**config.mk**
```make
export PLATFORM = sky130hd
export DESIGN_NAME = multicycle_control_flat
export DESIGN_NICKNAME = d
export VERILOG_FILES = /design/src/rtl/multicycle_control_pkg.sv /design/src/rtl/multicycle_control_if.sv /design/src/rtl/multicycle_control_alu_op_decode.sv /design/src/rtl/multicycle_control.sv /design/src/flat_wrapper.sv
export SDC_FILE = /design/constraint.sdc
export NUM_CORES = 1
export LEC_CHECK = 0
export ABC_AREA = 1
export BUFFER_PORTS_ARGS = -buffer_cell sky130_fd_sc_hd__clkbuf_2
export CELL_PAD_IN_SITES_DETAIL_PLACEMENT = 0
export CELL_PAD_IN_SITES_GLOBAL_PLACEMENT = 1
export CORE_ASPECT_RATIO = 1.75
export CORE_MARGIN = 2
export CORE_UTILIZATION = 36
export CTS_BUF_LIST = sky130_fd_sc_hd__clkbuf_16
export CTS_CLUSTER_SIZE = 25
export DETAILED_ROUTE_END_ITERATION = 10
export PLACE_DENSITY_LB_ADDON = 0.1
export SYNTH_ARGS = -nofsm -noshare
export SYNTH_HDL_FRONTEND = slang
export SYNTH_HIERARCHICAL = 1
export SYNTH_SLANG_ARGS = --single-unit
```
**constraint.sdc**
```tcl
create_clock -name clock -period 2.25 [get_ports clock]
set_clock_uncertainty 0.15 [all_clocks]
set_input_delay 0.225 -clock clock [delete_from_list [all_inputs] [get_ports clock]]
set_output_delay 0.225 -clock clock [all_outputs]
set_load 0.01 [all_outputs]
```
**src/rtl/multicycle_control_pkg.sv**
```systemverilog
// Shared definitions for the multi-cycle MIPS controller: FSM states, opcode/funct
// codes, ALU operation codes and datapath mux selections.
package multicycle_control_pkg;

  typedef enum logic [3:0] {
    S_FETCH, S_DECODE, S_EXEC_R, S_WB_R, S_EXEC_I, S_WB_I, S_MEM_ADDR,
    S_MEM_RD, S_WB_LW, S_MEM_WR, S_BRANCH, S_JUMP, S_HALT
  } state_t;

  localparam logic [5:0] OP_SPECIAL = 6'h00;
  localparam logic [5:0] OP_J       = 6'h02;
  localparam logic [5:0] OP_JAL     = 6'h03;
  localparam logic [5:0] OP_BEQ     = 6'h04;
  localparam logic [5:0] OP_BNE     = 6'h05;
  localparam logic [5:0] OP_ADDI    = 6'h08;
  localparam logic [5:0] OP_ORI     = 6'h0D;
  localparam logic [5:0] OP_LW      = 6'h23;
  localparam logic [5:0] OP_SW      = 6'h2B;

  localparam logic [5:0] FN_JR  = 6'h08;
  localparam logic [5:0] FN_ADD = 6'h20;
  localparam logic [5:0] FN_SUB = 6'h22;
  localparam logic [5:0] FN_AND = 6'h24;
  localparam logic [5:0] FN_OR  = 6'h25;
  localparam logic [5:0] FN_SLT = 6'h2A;

  localparam logic [2:0] ALU_AND = 3'b000;
  localparam logic [2:0] ALU_OR  = 3'b001;
  localparam logic [2:0] ALU_ADD = 3'b010;
  localparam logic [2:0] ALU_SUB = 3'b110;
  localparam logic [2:0] ALU_SLT = 3'b111;

  localparam logic [1:0] PCS_ALU    = 2'b00;
  localparam logic [1:0] PCS_TARGET = 2'b01;
  localparam logic [1:0] PCS_JUMP   = 2'b10;
  localparam logic [1:0] PCS_RS     = 2'b11;

  localparam logic [1:0] SRCB_RT   = 2'b00;
  localparam logic [1:0] SRCB_FOUR = 2'b01;
  localparam logic [1:0] SRCB_IMM  = 2'b10;
  localparam logic [1:0] SRCB_BOFS = 2'b11;

  localparam logic [1:0] DST_RT = 2'b00;
  localparam logic [1:0] DST_RD = 2'b01;
  localparam logic [1:0] DST_RA = 2'b10;

  localparam logic [1:0] WB_ALUOUT = 2'b00;
  localparam logic [1:0] WB_MDR    = 2'b01;
  localparam logic [1:0] WB_PC     = 2'b10;

  // Terminal states hand the instruction back to FETCH and retire it.
  function automatic logic retires(input state_t s, input logic mem_ready);
    return (s == S_WB_R) || (s == S_WB_I) || (s == S_WB_LW) || (s == S_BRANCH) ||
           (s == S_JUMP) || ((s == S_MEM_WR) && mem_ready);
  endfunction

endpackage

```
**src/rtl/multicycle_control_if.sv**
```systemverilog
// Controller <-> datapath bundle: IR fields and status flags in, datapath
// enables and mux selects out.
interface multicycle_control_if #(parameter int CNT_W = 32);
  logic [5:0]       opcode;
  logic [5:0]       funct;
  logic             ir_zero;
  logic             alu_zero;
  logic             mem_ready;
  logic             pc_write;
  logic             pc_write_cond;
  logic [1:0]       pc_source;
  logic             iord;
  logic             mem_read;
  logic             mem_write;
  logic             ir_write;
  logic [1:0]       reg_dst;
  logic [1:0]       mem_to_reg;
  logic             reg_write;
  logic             alu_src_a;
  logic [1:0]       alu_src_b;
  logic [2:0]       alu_op;
  logic             illegal;
  logic             halted;
  logic [CNT_W-1:0] instr_count;

  modport master (
    input  opcode, funct, ir_zero, alu_zero, mem_ready,
    output pc_write, pc_write_cond, pc_source, iord, mem_read, mem_write, ir_write,
           reg_dst, mem_to_reg, reg_write, alu_src_a, alu_src_b, alu_op,
           illegal, halted, instr_count
  );

  modport slave (
    output opcode, funct, ir_zero, alu_zero, mem_ready,
    input  pc_write, pc_write_cond, pc_source, iord, mem_read, mem_write, ir_write,
           reg_dst, mem_to_reg, reg_write, alu_src_a, alu_src_b, alu_op,
           illegal, halted, instr_count
  );
endinterface

```
**src/rtl/multicycle_control_alu_op_decode.sv**
```systemverilog
// R-type funct to ALU operation; valid is low for any funct the ALU path does not support.
module multicycle_control_alu_op_decode
  import multicycle_control_pkg::*;
(
  input  logic [5:0] funct,
  output logic [2:0] alu_op,
  output logic       valid
);

  always_comb begin
    alu_op = ALU_ADD;
    valid  = 1'b1;
    case (funct)
      FN_ADD:  alu_op = ALU_ADD;
      FN_SUB:  alu_op = ALU_SUB;
      FN_AND:  alu_op = ALU_AND;
      FN_OR:   alu_op = ALU_OR;
      FN_SLT:  alu_op = ALU_SLT;
      default: valid  = 1'b0;
    endcase
  end

endmodule

```
**src/rtl/multicycle_control.sv**
```systemverilog
// Moore sequencer for the shared multi-cycle MIPS datapath. Outputs decode from the
// current state, qualified only by mem_ready (FETCH) and alu_zero (BRANCH).
module multicycle_control
  import multicycle_control_pkg::*;
#(
  parameter int CNT_W = 32
) (
  input logic                  clock,
  input logic                  reset_n,
  multicycle_control_if.master bus
);

  state_t           state;
  state_t           out_state;
  logic [CNT_W-1:0] instr_count;
  logic [2:0]       r_alu_op;
  logic             r_valid;
  logic             is_jr, is_r_alu, is_jump, is_imm, is_mem, is_branch;

  multicycle_control_alu_op_decode u_alu_op_decode (
    .funct  (bus.funct),
    .alu_op (r_alu_op),
    .valid  (r_valid)
  );

  // The IR is held after FETCH, so opcode/funct stay valid through every later state.
  assign is_jr     = (bus.opcode == OP_SPECIAL) && (bus.funct == FN_JR);
  assign is_r_alu  = (bus.opcode == OP_SPECIAL) && r_valid;
  assign is_jump   = is_jr || (bus.opcode == OP_J) || (bus.opcode == OP_JAL);
  assign is_imm    = (bus.opcode == OP_ADDI) || (bus.opcode == OP_ORI);
  assign is_mem    = (bus.opcode == OP_LW) || (bus.opcode == OP_SW);
  assign is_branch = (bus.opcode == OP_BEQ) || (bus.opcode == OP_BNE);

  always_ff @(posedge clock) begin
    if (!reset_n) begin
      state       <= S_FETCH;
      instr_count <= '0;
    end else begin
      if (retires(state, bus.mem_ready)) instr_count <= instr_count + CNT_W'(1);
      case (state)
        S_FETCH:    if (bus.mem_ready) state <= S_DECODE;
        S_DECODE: begin
          if (bus.ir_zero)     state <= S_HALT;
          else if (is_r_alu)   state <= S_EXEC_R;
          else if (is_jump)    state <= S_JUMP;
          else if (is_imm)     state <= S_EXEC_I;
          else if (is_mem)     state <= S_MEM_ADDR;
          else if (is_branch)  state <= S_BRANCH;
          else                 state <= S_FETCH;
        end
        S_EXEC_R:   state <= S_WB_R;
        S_EXEC_I:   state <= S_WB_I;
        S_MEM_ADDR: state <= (bus.opcode == OP_LW) ? S_MEM_RD : S_MEM_WR;
        S_MEM_RD:   if (bus.mem_ready) state <= S_WB_LW;
        S_MEM_WR:   if (bus.mem_ready) state <= S_FETCH;
        S_HALT:     state <= S_HALT;
        default:    state <= S_FETCH;
      endcase
    end
  end

  // While reset is held the outputs already look like FETCH, so nothing but the fetch read is asserted.
  assign out_state       = reset_n ? state : S_FETCH;
  assign bus.instr_count = instr_count;

  always_comb begin
    bus.pc_write      = 1'b0;
    bus.pc_write_cond = 1'b0;
    bus.pc_source     = PCS_ALU;
    bus.iord          = 1'b0;
    bus.mem_read      = 1'b0;
    bus.mem_write     = 1'b0;
    bus.ir_write      = 1'b0;
    bus.reg_dst       = DST_RT;
    bus.mem_to_reg    = WB_ALUOUT;
    bus.reg_write     = 1'b0;
    bus.alu_src_a     = 1'b0;
    bus.alu_src_b     = SRCB_RT;
    bus.alu_op        = ALU_AND;
    bus.illegal       = 1'b0;
    bus.halted        = 1'b0;
    case (out_state)
      S_FETCH: begin
        bus.mem_read  = 1'b1;
        bus.alu_src_b = SRCB_FOUR;
        bus.alu_op    = ALU_ADD;
        bus.ir_write  = bus.mem_ready && reset_n;
        bus.pc_write  = bus.mem_ready && reset_n;
      end
      S_DECODE: begin
        bus.alu_src_b = SRCB_BOFS;
        bus.alu_op    = ALU_ADD;
        bus.illegal   = !bus.ir_zero &&
                        !(is_r_alu || is_jump || is_imm || is_mem || is_branch);
      end
      S_EXEC_R: begin
        bus.alu_src_a = 1'b1;
        bus.alu_op    = r_alu_op;
      end
      S_WB_R: begin
        bus.reg_dst   = DST_RD;
        bus.reg_write = 1'b1;
      end
      S_EXEC_I: begin
        bus.alu_src_a = 1'b1;
        bus.alu_src_b = SRCB_IMM;
        bus.alu_op    = (bus.opcode == OP_ORI) ? ALU_OR : ALU_ADD;
      end
      S_WB_I:     bus.reg_write = 1'b1;
      S_MEM_ADDR: begin
        bus.alu_src_a = 1'b1;
        bus.alu_src_b = SRCB_IMM;
        bus.alu_op    = ALU_ADD;
      end
      S_MEM_RD: begin
        bus.iord     = 1'b1;
        bus.mem_read = 1'b1;
      end
      S_WB_LW: begin
        bus.mem_to_reg = WB_MDR;
        bus.reg_write  = 1'b1;
      end
      S_MEM_WR: begin
        bus.iord      = 1'b1;
        bus.mem_write = 1'b1;
      end
      S_BRANCH: begin
        bus.alu_src_a     = 1'b1;
        bus.alu_op        = ALU_SUB;
        bus.pc_source     = PCS_TARGET;
        bus.pc_write_cond = (bus.opcode == OP_BEQ) ? bus.alu_zero : !bus.alu_zero;
      end
      S_JUMP: begin
        bus.pc_write  = 1'b1;
        bus.pc_source = is_jr ? PCS_RS : PCS_JUMP;
        if (bus.opcode == OP_JAL) begin
          bus.reg_dst    = DST_RA;
          bus.mem_to_reg = WB_PC;
          bus.reg_write  = 1'b1;
        end
      end
      S_HALT:  bus.halted = 1'b1;
      default: bus.halted = 1'b0;
    endcase
  end

endmodule

```
**src/flat_wrapper.sv**
```systemverilog
// flat-port wrapper written by rule: the top's interface ports become plain ports
module multicycle_control_flat import multicycle_control_pkg::*;
#(
  parameter int CNT_W = 32
)
  (clock, reset_n, bus_opcode, bus_funct, bus_ir_zero, bus_alu_zero, bus_mem_ready, bus_pc_write, bus_pc_write_cond, bus_pc_source, bus_iord, bus_mem_read, bus_mem_write, bus_ir_write, bus_reg_dst, bus_mem_to_reg, bus_reg_write, bus_alu_src_a, bus_alu_src_b, bus_alu_op, bus_illegal, bus_halted, bus_instr_count);
  multicycle_control_if #(.CNT_W(CNT_W)) bus_i ();
  input logic clock;
  input logic reset_n;
  input wire logic [$bits(bus_i.opcode)-1:0] bus_opcode;
  input wire logic [$bits(bus_i.funct)-1:0] bus_funct;
  input wire logic [$bits(bus_i.ir_zero)-1:0] bus_ir_zero;
  input wire logic [$bits(bus_i.alu_zero)-1:0] bus_alu_zero;
  input wire logic [$bits(bus_i.mem_ready)-1:0] bus_mem_ready;
  output wire logic [$bits(bus_i.pc_write)-1:0] bus_pc_write;
  output wire logic [$bits(bus_i.pc_write_cond)-1:0] bus_pc_write_cond;
  output wire logic [$bits(bus_i.pc_source)-1:0] bus_pc_source;
  output wire logic [$bits(bus_i.iord)-1:0] bus_iord;
  output wire logic [$bits(bus_i.mem_read)-1:0] bus_mem_read;
  output wire logic [$bits(bus_i.mem_write)-1:0] bus_mem_write;
  output wire logic [$bits(bus_i.ir_write)-1:0] bus_ir_write;
  output wire logic [$bits(bus_i.reg_dst)-1:0] bus_reg_dst;
  output wire logic [$bits(bus_i.mem_to_reg)-1:0] bus_mem_to_reg;
  output wire logic [$bits(bus_i.reg_write)-1:0] bus_reg_write;
  output wire logic [$bits(bus_i.alu_src_a)-1:0] bus_alu_src_a;
  output wire logic [$bits(bus_i.alu_src_b)-1:0] bus_alu_src_b;
  output wire logic [$bits(bus_i.alu_op)-1:0] bus_alu_op;
  output wire logic [$bits(bus_i.illegal)-1:0] bus_illegal;
  output wire logic [$bits(bus_i.halted)-1:0] bus_halted;
  output wire logic [$bits(bus_i.instr_count)-1:0] bus_instr_count;
  assign bus_i.opcode = bus_opcode;
  assign bus_i.funct = bus_funct;
  assign bus_i.ir_zero = bus_ir_zero;
  assign bus_i.alu_zero = bus_alu_zero;
  assign bus_i.mem_ready = bus_mem_ready;
  assign bus_pc_write = bus_i.pc_write;
  assign bus_pc_write_cond = bus_i.pc_write_cond;
  assign bus_pc_source = bus_i.pc_source;
  assign bus_iord = bus_i.iord;
  assign bus_mem_read = bus_i.mem_read;
  assign bus_mem_write = bus_i.mem_write;
  assign bus_ir_write = bus_i.ir_write;
  assign bus_reg_dst = bus_i.reg_dst;
  assign bus_mem_to_reg = bus_i.mem_to_reg;
  assign bus_reg_write = bus_i.reg_write;
  assign bus_alu_src_a = bus_i.alu_src_a;
  assign bus_alu_src_b = bus_i.alu_src_b;
  assign bus_alu_op = bus_i.alu_op;
  assign bus_illegal = bus_i.illegal;
  assign bus_halted = bus_i.halted;
  assign bus_instr_count = bus_i.instr_count;
  multicycle_control #(.CNT_W(CNT_W)) u_core (.clock(clock), .reset_n(reset_n), .bus(bus_i));
endmodule
```
=== Yosys cells after proc, flatten, opt, wreduce, memory -nomap -nowiden ===
Cells that the tools add are included.
Widths: inputs -> output; s select.

* Add/sub/neg operators: 1
* Reductions and logical operators: 33
* Multiplexer cells: 34
* Eq/ne operators: 41

{| class="wikitable"
|+ Operators by type and width
! operator !! number
|-
| $mux 4 || 11
|-
| $eq 6x6->1 const B || 7
|-
| $eq 4x4->1 const B || 10
|-
| $add 32x1->32 const B || 1
|-
| $eq 4x3->1 const B || 8
|-
| $pmux 4 s8 || 1
|-
| $pmux 3 s4 || 2
|-
| $eq 6x4->1 const B || 3
|-
| $eq 4x2->1 const B || 4
|-
| $logic_or 1x1->1 || 14
|-
| $eq 6x2->1 const B || 2
|-
| $eq 6x3->1 const B || 2
|-
| $mux 1 || 12
|-
| $pmux 2 s2 || 3
|-
| $eq 4x1->1 const B || 2
|-
| $logic_not 4->1 || 2
|-
| $logic_not 6->1 || 1
|-
| $ne 2x2->1 const B || 3
|-
| $pmux 2 s3 || 1
|-
| $reduce_or 2->1 || 3
|-
| $reduce_or 3->1 || 2
|-
| $logic_and 1x1->1 || 5
|-
| $reduce_or 5->1 || 1
|-
| $mux 2 || 2
|-
| other kinds (4) || 7
|}

* Register bits after elaboration: 36
* Output and inout bits: 53
* Logic and storage cells: 111

=== Longest topological paths before layout ===
Gate-level depths: netlist of run 1.

* Depth after elaboration: 11
* Depth in mapped cells: 14

=== Cells and area by module ===
Netlist of run 1, hierarchy kept.

{| class="wikitable"
|+ By module, submodules not included
! module !! area each (um^2) !! instances !! cells each
|-
| multicycle_control || 2,620.0 || 1 || 433
|-
| multicycle_control_alu_op_decode || 118.9 || 1 || 28
|}

=== Least setup slack after synthesis of run 1 ===
OpenSTA, ideal clock, no wires.

* Path kind: reg2out
* Start point: register u_core.state[3]
* End point: output port bus_reg_write
* Slack: 0.415 ns
* Data arrival time: 1.460 ns
* Stages on the path, launching flop included: 11
* Cells stage by stage: dfxtp_1 inv_1 nor2_2 inv_1 nor2_1 inv_1 nor2_1 nand3_1 inv_1 nor3_1 o21ai_0

* Cells in the longest elaborated chain, start to end: 4

{| class="wikitable"
|+ Ends and longest elaborated chain
! what !! RTL line !! RTL
|-
| from (decl) || multicycle_control.sv:13 || <nowiki>state_t state;</nowiki>
|-
| from (signal assigned) || multicycle_control.sv:53 || <nowiki>S_MEM_ADDR: state <= (bus.opcode == OP_LW) ? S_MEM_RD : S_MEM_WR;</nowiki>
|-
| $mux 4 * || multicycle_control.sv:63 || <nowiki>assign out_state = reset_n ? state : S_FETCH;</nowiki>
|-
| $eq 4x2->1 (tied with other cells) || multicycle_control.sv:82 || <nowiki>case (out_state)</nowiki>
|-
| $reduce_or 3->1 (no source line) || - ||
|-
| $pmux 1 s2 * || multicycle_control.sv:82 ||
|-
| to (decl) || flat_wrapper.sv:24 || <nowiki>output wire logic [$bits(bus_i.reg_write)-1:0] bus_reg_write;</nowiki>
|}

Mark *: on every way between the ends. The rest lies on a longest branch, timed or not.

=== Final worst setup path of run 1 ===
Same ends and word-level chain as after synthesis.

==> results.txt, run 1 <==
----------------------------------------------------
[GRT]
  Antenna violations before repair ... 0
  Global router's overall resource usage ... 20.9%
  GRT overflow ... 0
  Number of global-route vias before repair ... 3005
  Largest net degree at the start of global routing ... 26
  Wire length of the first global-routing pass ... 13.9 mm

[Drt]
  DR iter-0 viols ... 131
  WL final ... 8.50 mm
  Ratio of routed vias to standard cells ... 4.89
  Residual antenna-violating net count after detailed routing ... 0
  Detailed Routing Iterations Pass 1 ... 4
  DRC violation count after routing ... 0
  Wire length per cell after detailed routing ... 13.6 microns
  Routed via count ... 3047

[Timing]
  Final Cycle Share ... 92.4%
  Pin slew with the least headroom to its limit ... 0.449 ns
  Highest clock rate ... 481 MHz
  Setup violators final ... 0
  Fin worst setup slack ... 0.172 ns
  Hold Vio Cnt, Final ... 0
  Clock period minus final worst setup slack ... 2.08 ns
  Unrepaired setup endpoints after global routing ... true
  Worst hold slack ... 0.133 ns
  Max-Slew Margin vs Limit ... 70.0%
  Slew Viols, Final ... 0

[Clock tree]
  TritonCTS clock tree ... done
  TritonCTS Sinks ... 36
  Number of buffers between clock root and the deepest sink ... 2
  Worst-path clk slew ... 0.05 ns
  Insertion delay to the later sink of the worst-skew pair ... 0.28 ns
  Number of H-tree branching levels ... 2
  Number of hold-repair buffers added at the cts stage ... 0
  CTS Root Cell ... sky130_fd_sc_hd__clkbuf_16
  Total CTS buffers ... 5

[Logic synthesis]
  Count leader, synth ... sky130_fd_sc_hd__nand2_1
  Number of instances in the synthesized netlist ... 461
  Number of synthesis warnings ... 6
  Post-synth top area share ... 26.3%
  Mapped Avg Cell Area ... 5.94 sq um
  Leading area contributor after synthesis ... sky130_fd_sc_hd__dfxtp_1
  Post-synthesis share of cell area spent on full adders, half adders and majority gates ... 0.457%
  Number of unique standard cell types used by synthesis ... 38
  Combinational family with the most area after synthesis ... simple AND/OR/NAND/NOR gates
  Mux share of post-synthesis cell area ... 0%
  Synthesized area ... 2740 sq um
  Sequential share of the synthesized area ... 26.3%
  Number of flops mapped to enable cells by yosys ... 0
  Synth area leaders ... sky130_fd_sc_hd__dfxtp_1 26%, sky130_fd_sc_hd__nand2_1 17%, sky130_fd_sc_hd__nor2_1 8.9%
  Share of synthesized flip-flops with an asynchronous set or reset ... 0%
  Area share of xor/xnor cells in the synthesized design ... 2.24%
  Primary FF master, synth ... sky130_fd_sc_hd__dfxtp_1
  Syn_nets ... 479
  Area fraction in and, or, nand and nor cells after synthesis ... 48.1%
  Complex-gate fraction of the synthesized area ... 11.7%
  Ranking of synthesized cells by instance count ... 127 x sky130_fd_sc_hd__nand2_1, 65 x sky130_fd_sc_hd__nor2_1, 59 x sky130_fd_sc_hd__inv_1, 36 x sky130_fd_sc_hd__dfxtp_1, 32 x sky130_fd_sc_hd__a21oi_1
  Synthesis-stage register bit count ... 36

[Finish]
  Nets@finish ... 553
  Diodes inserted ... 0
  Layout cells sized above 1 ... 23.4%
  Non-filler instance count after layout ... 623
  Area growth from synthesis to layout ... 22.0%
  Area of all placed cells without fillers ... 3340 sq um
  # fillers ... 840

[Placement]
  Total half-perimeter wirelength after legalization and detailed placement ... 6.95 mm
  Worst slack at placement ... 0.330 ns
  Port buffer count ... 69
  Placed cell areas ... 3200 sq um
  Number of instances in the placed design ... 616
  GP Congestion ... 0.884

[Critical path]
  Reg2Reg Capture Point ... u_core/bus.instr_count[17]
  Data arrival, critical path ... 1.70 ns
  Sort of element at the start of the critical path ... flop
  Type of the setup path with the least slack ... reg2out
  Required time of the worst setup path ... 1.88 ns
  Reg2reg setup slack ... 0.38 ns
  Crit path max fanout ... 5
  CP endpoint kind ... output pin
  Depth of the worst register-to-register path ... 8
  Startpoint of the lowest-slack register-to-register path ... u_core/state[0]

[Hold path]
  Path type of the worst min-delay path ... in2reg
  Hold Path End ... u_core/state[0]
  Hold wc startpoint ... bus_mem_ready
  Hold depth ... 4

[Die]
  Initial cell density of the core ... 36.7%
  Number of rows in the core area ... 42
  Placeable core region ... 7460 sq um
  Horizontal die dimension ... 69.9 microns
  Count of boundary I/O pins ... 70
  Die outline height ... 119 microns
  Area of the die ... 8350 sq um

[Run status]
  Result of the run ... finished clean

[Pwr]
  Power per cell area ... 473 nW/um^2
  Pleak ... 0.00149 uW
  Worst VDD drop ... 0.254 mV

[Job]
  Max cap viols ... 0

----------------------------------------------------
[worst max path at each step]
stage               startpoint       endpoint  slack (ns)  cells after the start
5_1_grt        u_core/state[3]  bus_reg_write       -0.06                     11
6_report       u_core/state[3]  bus_reg_write        0.17                     11
3_5_place_dp   u_core/state[3]  bus_reg_write        0.33                     11
4_1_cts        u_core/state[3]  bus_reg_write       0.003                     11
2_1_floorplan  u_core/state[3]  bus_reg_write        0.42                     10
3_3_place_gp   u_core/state[3]  bus_reg_write        0.35                     11
[where the power goes]
part | switching [uW] | total, uW | internal, uW
combinational | 170 | 259 | 88.5
sequential | 15.6 | 665 | 649
clock | 259 | 657 | 398
[timing repair]
| item | 4_1_cts | 5_1_grt |
|---|---|---|
| gates resized for setup | 0 | 4 |
| setup endpoints to repair | 0 | 7 |
| buffers inserted | 0 | 0 |
[area by class of cell]
type	instances	area (sq um)	share of cell area, %
multi-input combinational	349	1720	51.5
sequential	36	723	21.6
timing repair buffer	76	398	11.9
inverter	67	254	7.60
clock buffer	5	125	3.75
tap	88	110	3.30
clock inverter	2	8.76	0.262
[layer usage]
metal / vias to the layer above / track usage (%) / share of wire [%] / wire length [microns]
met4: 0 / 8.29 / 2.3 / 197
met1: 1359 / 19.0 / 35 / 2990
li1: 1607 / - / - / -
met2: 66 / 43.9 / 59 / 5040
met5: - / 0 / 0 / 0
met3: 15 / 3.05 / 3.3 / 278
[state kept, by name (all words and copies together) (netlist names)]
register,count
u_core/state,4
u_core/bus.instr_count,32
[worst max-delay path, cell delays in order, from the launching register on]
cell,delay [ns]
sky130_fd_sc_hd__dfxtp_2,0.38
sky130_fd_sc_hd__inv_1,0.10
sky130_fd_sc_hd__nor2_4,0.13
sky130_fd_sc_hd__inv_1,0.07
sky130_fd_sc_hd__nor2_1,0.08
sky130_fd_sc_hd__inv_1,0.09
sky130_fd_sc_hd__nor2_2,0.12
sky130_fd_sc_hd__nand3_1,0.08
sky130_fd_sc_hd__inv_1,0.09
sky130_fd_sc_hd__nor3_1,0.05
sky130_fd_sc_hd__o21ai_0,0.07
sky130_fd_sc_hd__clkbuf_2,0.16
[placed cells by master (no fill, tap or decap), types with 3 or more instances in the layout]
cell / netlist / final
sky130_fd_sc_hd__dfxtp_1: 36 / 34
sky130_fd_sc_hd__inv_1: 59 / 60
sky130_fd_sc_hd__nand4_1: 5 / 5
sky130_fd_sc_hd__nor2_1: 65 / 64
sky130_fd_sc_hd__nand2_1: 127 / 127
sky130_fd_sc_hd__buf_4: 2 / 7
sky130_fd_sc_hd__clkbuf_16: 0 / 5
sky130_fd_sc_hd__nand2_2: 3 / 3
sky130_fd_sc_hd__a21oi_1: 32 / 32
sky130_fd_sc_hd__nand3_1: 27 / 27
sky130_fd_sc_hd__nor2_2: 10 / 10
sky130_fd_sc_hd__nand3_2: 3 / 3
sky130_fd_sc_hd__xnor2_1: 5 / 5
sky130_fd_sc_hd__nor2_4: 5 / 6
sky130_fd_sc_hd__nor3_2: 3 / 3
sky130_fd_sc_hd__inv_2: 6 / 6
sky130_fd_sc_hd__nand3b_1: 7 / 7
sky130_fd_sc_hd__o21ai_1: 4 / 4
sky130_fd_sc_hd__clkbuf_2: 0 / 69
sky130_fd_sc_hd__o21ai_0: 19 / 19
sky130_fd_sc_hd__nor3_1: 16 / 16
[through the flow]
step	total power (uW)	TNS, ns	util, %
after detailed placement	935	0	42.8
after global placement	936	0	42.8
after floorplan	841	0	-
after global routing	1650	-0.0618	44.8
final	1580	0	44.8
after CTS	1600	0	44.6
[kinds of logic after synthesis]
kind of cell | Yosys count
xor+xnor | 7
flops | 36
compound gates | 61
fa+ha+maj | 1
simple gates | 280
buf+inv | 76
Note: power is estimated with default switching activity, not from simulation.
==> run 2, diff against run 1 <==
Settings changed: CORE_UTILIZATION 36 to 39.
Clock period 2.25 ns to 2.5 ns, I/O delays scaled along.
==> results.txt, run 2 (synthesis gave the netlist of run 1 again) <==
----------------------------------------------------
[Drt]
  DR iter-0 viols ... 158
  WL final ... 8.40 mm
  Routed via count ... 3099
  Residual antenna-violating net count after detailed routing ... 0
  Wire length per cell after detailed routing ... 13.7 microns
  DRC violation count after routing ... 0
  Ratio of routed vias to standard cells ... 5.04
  Detailed Routing Iterations Pass 1 ... 4

[Timing]
  Clock period minus final worst setup slack ... 2.23 ns
  Highest clock rate ... 449 MHz
  Pin slew with the least headroom to its limit ... 0.487 ns
  Unrepaired setup endpoints after global routing ... false
  Final Cycle Share ... 89.1%
  Worst hold slack ... 0.163 ns
  Hold Vio Cnt, Final ... 0
  Sum of negative setup slack ... 0 ns
  Max-Slew Margin vs Limit ... 67.3%
  Setup violators final ... 0
  Slew Viols, Final ... 0

[Critical path]
  Sort of element at the start of the critical path ... flop
  Reg2reg setup slack ... 0.55 ns
  Maximum single-stage delay on the critical path ... 0.39 ns
  Worst-path cell chain ... inv_1, nor2_2, inv_1, nor2_1, inv_1, nor2_1, nand3_1, inv_1, nor3_1, o21ai_0, clkbuf_2
  Crit path max fanout ... 5
  Required time of the worst setup path ... 2.10 ns
  Data arrival, critical path ... 1.83 ns
  CP endpoint kind ... output pin
  Slowest library cell on the worst path ... sky130_fd_sc_hd__dfxtp_2
  Dominant cell type by count on the critical path ... sky130_fd_sc_hd__inv_1
  Type of the setup path with the least slack ... reg2out

[Finish]
  Largest reg by FF count ... u_core/bus.instr_count
  Layout cells sized above 1 ... 22.4%
  Number of flip-flops in the largest register ... 32
  Nets@finish ... 548
  # fillers ... 784
  Highest-count cells in the layout ignoring fill and taps ... 127 x sky130_fd_sc_hd__nand2_1, 69 x sky130_fd_sc_hd__clkbuf_2, 65 x sky130_fd_sc_hd__nor2_1, 60 x sky130_fd_sc_hd__inv_1, 35 x sky130_fd_sc_hd__dfxtp_1
  Largest registers ... u_core/bus.instr_count (32), u_core/state (4)
  Diodes inserted ... 0
  Area growth from synthesis to layout ... 21.2%
  Leading cell type in the layout, fill and taps excluded ... sky130_fd_sc_hd__nand2_1

[Die]
  Placeable core region ... 6860 sq um
  Number of rows in the core area ... 40
  Count of boundary I/O pins ... 70
  Initial cell density of the core ... 39.9%
  Area of the die ... 7740 sq um
  Horizontal die dimension ... 67.4 microns
  Die outline height ... 115 microns

[Clock tree]
  Worst-path clk slew ... 0.05 ns
  Insertion delay to the later sink of the worst-skew pair ... 0.29 ns
  Number of buffers between clock root and the deepest sink ... 2
  TritonCTS clock tree ... done
  TritonCTS Sinks ... 36
  CTS Root Cell ... sky130_fd_sc_hd__clkbuf_16
  Number of H-tree branching levels ... 2
  Total CTS buffers ... 5
  Number of setup buffers added after CTS ... 0

[GRT]
  Global router's overall resource usage ... 23.2%
  Antenna violations before repair ... 0
  Largest net degree at the start of global routing ... 26
  Wire length of the first global-routing pass ... 13.4 mm
  GRT overflow ... 0
  Number of global-route vias before repair ... 2940

[Placement]
  GP Congestion ... 0.927
  Port buffer count ... 69
  Total half-perimeter wirelength after legalization and detailed placement ... 6.82 mm

[Pwr]
  Worst VDD drop ... 0.239 mV
  Power per cell area ... 461 nW/um^2
  Pleak ... 0.00148 uW

[Hold path]
  Path type of the worst min-delay path ... in2reg

[Job]
  Max cap viols ... 0

[Run status]
  Result of the run ... finished clean

----------------------------------------------------
## run 2: stage by stage
stage,std cells,area (sq um),utilization (%),worst slack [ns],power [uW]
after floorplan,461,2740,-,0.640,757
after global placement,607,3150,46.0,0.417,828
after detailed placement,607,3150,46.0,0.463,827
after CTS,615,3320,48.4,0.123,1550
after global routing,615,3320,48.4,0.0149,1600
final,615,3320,48.4,0.272,1530
## run 2: report_power, final
group,internal (uW),switching (uW),total [uW]
logic,69.0,145,214
clock network,465,250,715
registers,584,16.6,600
total,1120,412,1530
## run 2: final cells by class
| cell class | count | area, sq um | area share [%] |
|---|---|---|---|
| Tap cell | 84 | 105 | 3.17 |
| Clock inverter | 3 | 38.8 | 1.17 |
| Clock buffer | 5 | 125 | 3.77 |
| Inverter | 67 | 254 | 7.65 |
| Timing Repair Buffer | 71 | 360 | 10.9 |
| Sequential cell | 36 | 722 | 21.7 |
| Multi-Input combinational cell | 349 | 1710 | 51.6 |
## run 2: path summary, 6_finish.rpt
path	from	to	cells past startpoint
min	bus_mem_ready	u_core/state[3]	4
min reg2reg	u_core/bus.instr_count[31]	u_core/bus.instr_count[31]	2
max	u_core/state[3]	bus_reg_write	11
max reg2reg	u_core/bus.instr_count[0]	u_core/bus.instr_count[22]	12
## run 2: layer usage
| metal | global-route usage [%] | routed length, microns |
|---|---|---|
| met1 | 20.6 | 2940 |
| met3 | 2.94 | 234 |
| met2 | 45.5 | 4720 |
| met4 | 15.9 | 501 |
| met5 | 0 | 0 |
## run 2: worst max-delay path: cells and delay by family (launching register included)
kind                   cells  cell delay, ns
AOI/OAI and AO/OA          1            0.07
buffers and inverters      5            0.50
DFF                        1            0.39
and+or+nand+nor            5            0.60
## run 2: timing repair
item	CTS	global route
hold buffers	0	0
gates resized for setup	0	1
endpoints found under the hold margin	0	0
setup endpoints to repair	0	1
==> run 3, diff against run 2 <==
Settings changed: SETUP_SLACK_MARGIN set to 0.3.
==> results.txt, run 3 (synthesis gave the netlist of run 1 again) <==
----------------------------------------------------
[Run status]
  Result of the run ... finished clean

[Timing]
  Slew Viols, Final ... 0
  Worst hold slack ... 0.160 ns
  Clock period minus final worst setup slack ... 2.10 ns
  Setup violators final ... 0
  Final Cycle Share ... 83.8%
  Highest clock rate ... 477 MHz
  Unrepaired setup endpoints after global routing ... true
  Max-Slew Margin vs Limit ... 65.6%
  Hold Vio Cnt, Final ... 0
  Pin slew with the least headroom to its limit ... 0.513 ns
  Sum of negative setup slack ... 0 ns

[Pwr]
  Net switching component of the power ... 416 uW
  Switching part of the total power ... 27.0%
  Part of the total power dissipated in the clock network ... 46.4%
  Power per cell area ... 456 nW/um^2
  Worst VDD drop ... 0.240 mV
  Pleak ... 0.00150 uW
  Overall Power ... 1540 uW
  Flop pwr share ... 39.0%
  Combinational group share of total power ... 14.6%
  Internal Dissipation ... 1120 uW

[Critical path]
  Sort of element at the start of the critical path ... flop
  Data arrival, critical path ... 1.70 ns
  Type of the setup path with the least slack ... reg2out
  Required time of the worst setup path ... 2.10 ns
  Crit path max fanout ... 9
  Startpoint of the lowest-slack register-to-register path ... u_core/bus.instr_count[10]
  Reg2reg setup slack ... 0.53 ns
  Depth of the worst register-to-register path ... 11
  CP endpoint kind ... output pin
  Reg2Reg Capture Point ... u_core/bus.instr_count[22]

[GRT]
  Global router's overall resource usage ... 23.2%
  Largest net degree at the start of global routing ... 26
  GRT overflow ... 0
  Antenna violations before repair ... 0
  Most Crowded Layer GR ... met2
  Met3 routing resource usage after global routing ... 2.94%
  Wire length of the first global-routing pass ... 13.4 mm
  Global-route track usage on met2 ... 45.5%
  Number of global-route vias before repair ... 2940
  Met1 Track Usage GR ... 20.6%

[Clock tree]
  Total CTS buffers ... 5
  CTS Root Cell ... sky130_fd_sc_hd__clkbuf_16
  TritonCTS Sinks ... 36
  Worst-path clk slew ... 0.05 ns
  TritonCTS clock tree ... done
  Number of H-tree branching levels ... 2
  Insertion delay to the later sink of the worst-skew pair ... 0.29 ns
  Number of buffers between clock root and the deepest sink ... 2

[Die]
  Count of boundary I/O pins ... 70
  Initial cell density of the core ... 39.9%
  Number of rows in the core area ... 40
  Area of the die ... 7740 sq um
  Die outline height ... 115 microns
  Horizontal die dimension ... 67.4 microns
  Placeable core region ... 6860 sq um

[Finish]
  Largest registers ... u_core/bus.instr_count (32), u_core/state (4)
  Nets@finish ... 552
  Largest reg by FF count ... u_core/bus.instr_count
  Highest-count cells in the layout ignoring fill and taps ... 127 x sky130_fd_sc_hd__nand2_1, 68 x sky130_fd_sc_hd__clkbuf_2, 62 x sky130_fd_sc_hd__nor2_1, 58 x sky130_fd_sc_hd__inv_1, 33 x sky130_fd_sc_hd__dfxtp_1
  # fillers ... 780
  Leading cell type in the layout, fill and taps excluded ... sky130_fd_sc_hd__nand2_1
  Area growth from synthesis to layout ... 23.3%
  Number of flip-flops in the largest register ... 32
  Area of all placed cells without fillers ... 3380 sq um
  Non-filler instance count after layout ... 619
  Layout cells sized above 1 ... 24.3%
  Diodes inserted ... 0

[Drt]
  Residual antenna-violating net count after detailed routing ... 0
  Wire length per cell after detailed routing ... 13.6 microns
  DR iter-0 viols ... 134
  DRC violation count after routing ... 0
  WL final ... 8.40 mm
  Routed via count ... 3106
  Ratio of routed vias to standard cells ... 5.02
  Detailed Routing Iterations Pass 1 ... 4

[Hold path]
  Hold wc startpoint ... bus_mem_ready
  Hold depth ... 4
  Path type of the worst min-delay path ... in2reg
  Hold Path End ... u_core/state[3]

[Job]
  Max cap viols ... 0

[Placement]
  Placed cell areas ... 3150 sq um
  Number of instances in the placed design ... 607
  Total half-perimeter wirelength after legalization and detailed placement ... 6.82 mm
  GP Congestion ... 0.927
  Port buffer count ... 69

----------------------------------------------------
==> run 3: cell types whose count changed in the layout (fill, tap and decap cells not counted) <==
cell,delta
sky130_fd_sc_hd__dfxtp_4,+1
sky130_fd_sc_hd__buf_4,+4
sky130_fd_sc_hd__clkbuf_2,-1
sky130_fd_sc_hd__nor2_4,+3
sky130_fd_sc_hd__inv_2,+2
sky130_fd_sc_hd__inv_1,-2
sky130_fd_sc_hd__nor2_1,-3
sky130_fd_sc_hd__dfxtp_1,-2
sky130_fd_sc_hd__buf_2,+1
sky130_fd_sc_hd__o21ai_1,+1
sky130_fd_sc_hd__o21ai_0,-1
sky130_fd_sc_hd__dfxtp_2,+1
==> run 3: worst max path at each step <==
stage	from	endpoint	depth (start not counted)
finish	u_core/state[0]	bus_illegal	7
global route	u_core/state[0]	bus_illegal	7
CTS	u_core/state[0]	bus_illegal	7
detailed placement	u_core/state[3]	bus_reg_write	11
global placement	u_core/state[3]	bus_reg_write	11
floorplan	u_core/state[3]	bus_reg_write	10
==> run 3: metal layers <==
layer / up-vias / wire length [microns]
met1: 1403 / 2950
met5: - / 0
met4: 0 / 501
met2: 68 / 4720
li1: 1610 / -
met3: 25 / 224
==> run 3: power by group through the flow <==
| stage | registers [uW] | clock network (uW) | logic (uW) |
|---|---|---|---|
| finish | 600 | 714 | 226 |
| global route | 602 | 752 | 255 |
| CTS | 601 | 730 | 217 |
| detailed placement | 612 | 0 | 215 |
| global placement | 612 | 0 | 216 |
| floorplan | 605 | 0 | 152 |
==> run 3: through the flow <==
step	utilization (%)	setup slack (ns)
final	49.3	0.405
after global routing	49.3	0.285
after CTS	48.5	0.304
after detailed placement	46.0	0.463
after global placement	46.0	0.417
after floorplan	-	0.640
==> run 3: layout make-up <==
type	count	area (sq um)	share of cell area, %
timing repair buffer	75	390	11.6
inverter	67	254	7.52
sequential	36	727	21.5
clock inverter	3	38.8	1.15
clock buffer	5	125	3.71
multi-input combinational	349	1740	51.4
tap	84	105	3.11
==> run 3: repair_timing <==
action	in CTS	in global routing
resized for setup	3	11
setup endpoints to repair	5	5
hold buffers	0	0
pin swaps	0	2
buffers inserted	0	4
==> run 3: critical path: stages, from the launching register on <==
cell and delay [ns]:
sky130_fd_sc_hd__dfxtp_1 0.49, sky130_fd_sc_hd__nand2_2 0.18, sky130_fd_sc_hd__nor2_4 0.17, sky130_fd_sc_hd__nand2_1 0.06
sky130_fd_sc_hd__inv_1 0.09, sky130_fd_sc_hd__nand3_1 0.08, sky130_fd_sc_hd__nor3b_1 0.18, sky130_fd_sc_hd__clkbuf_2 0.16
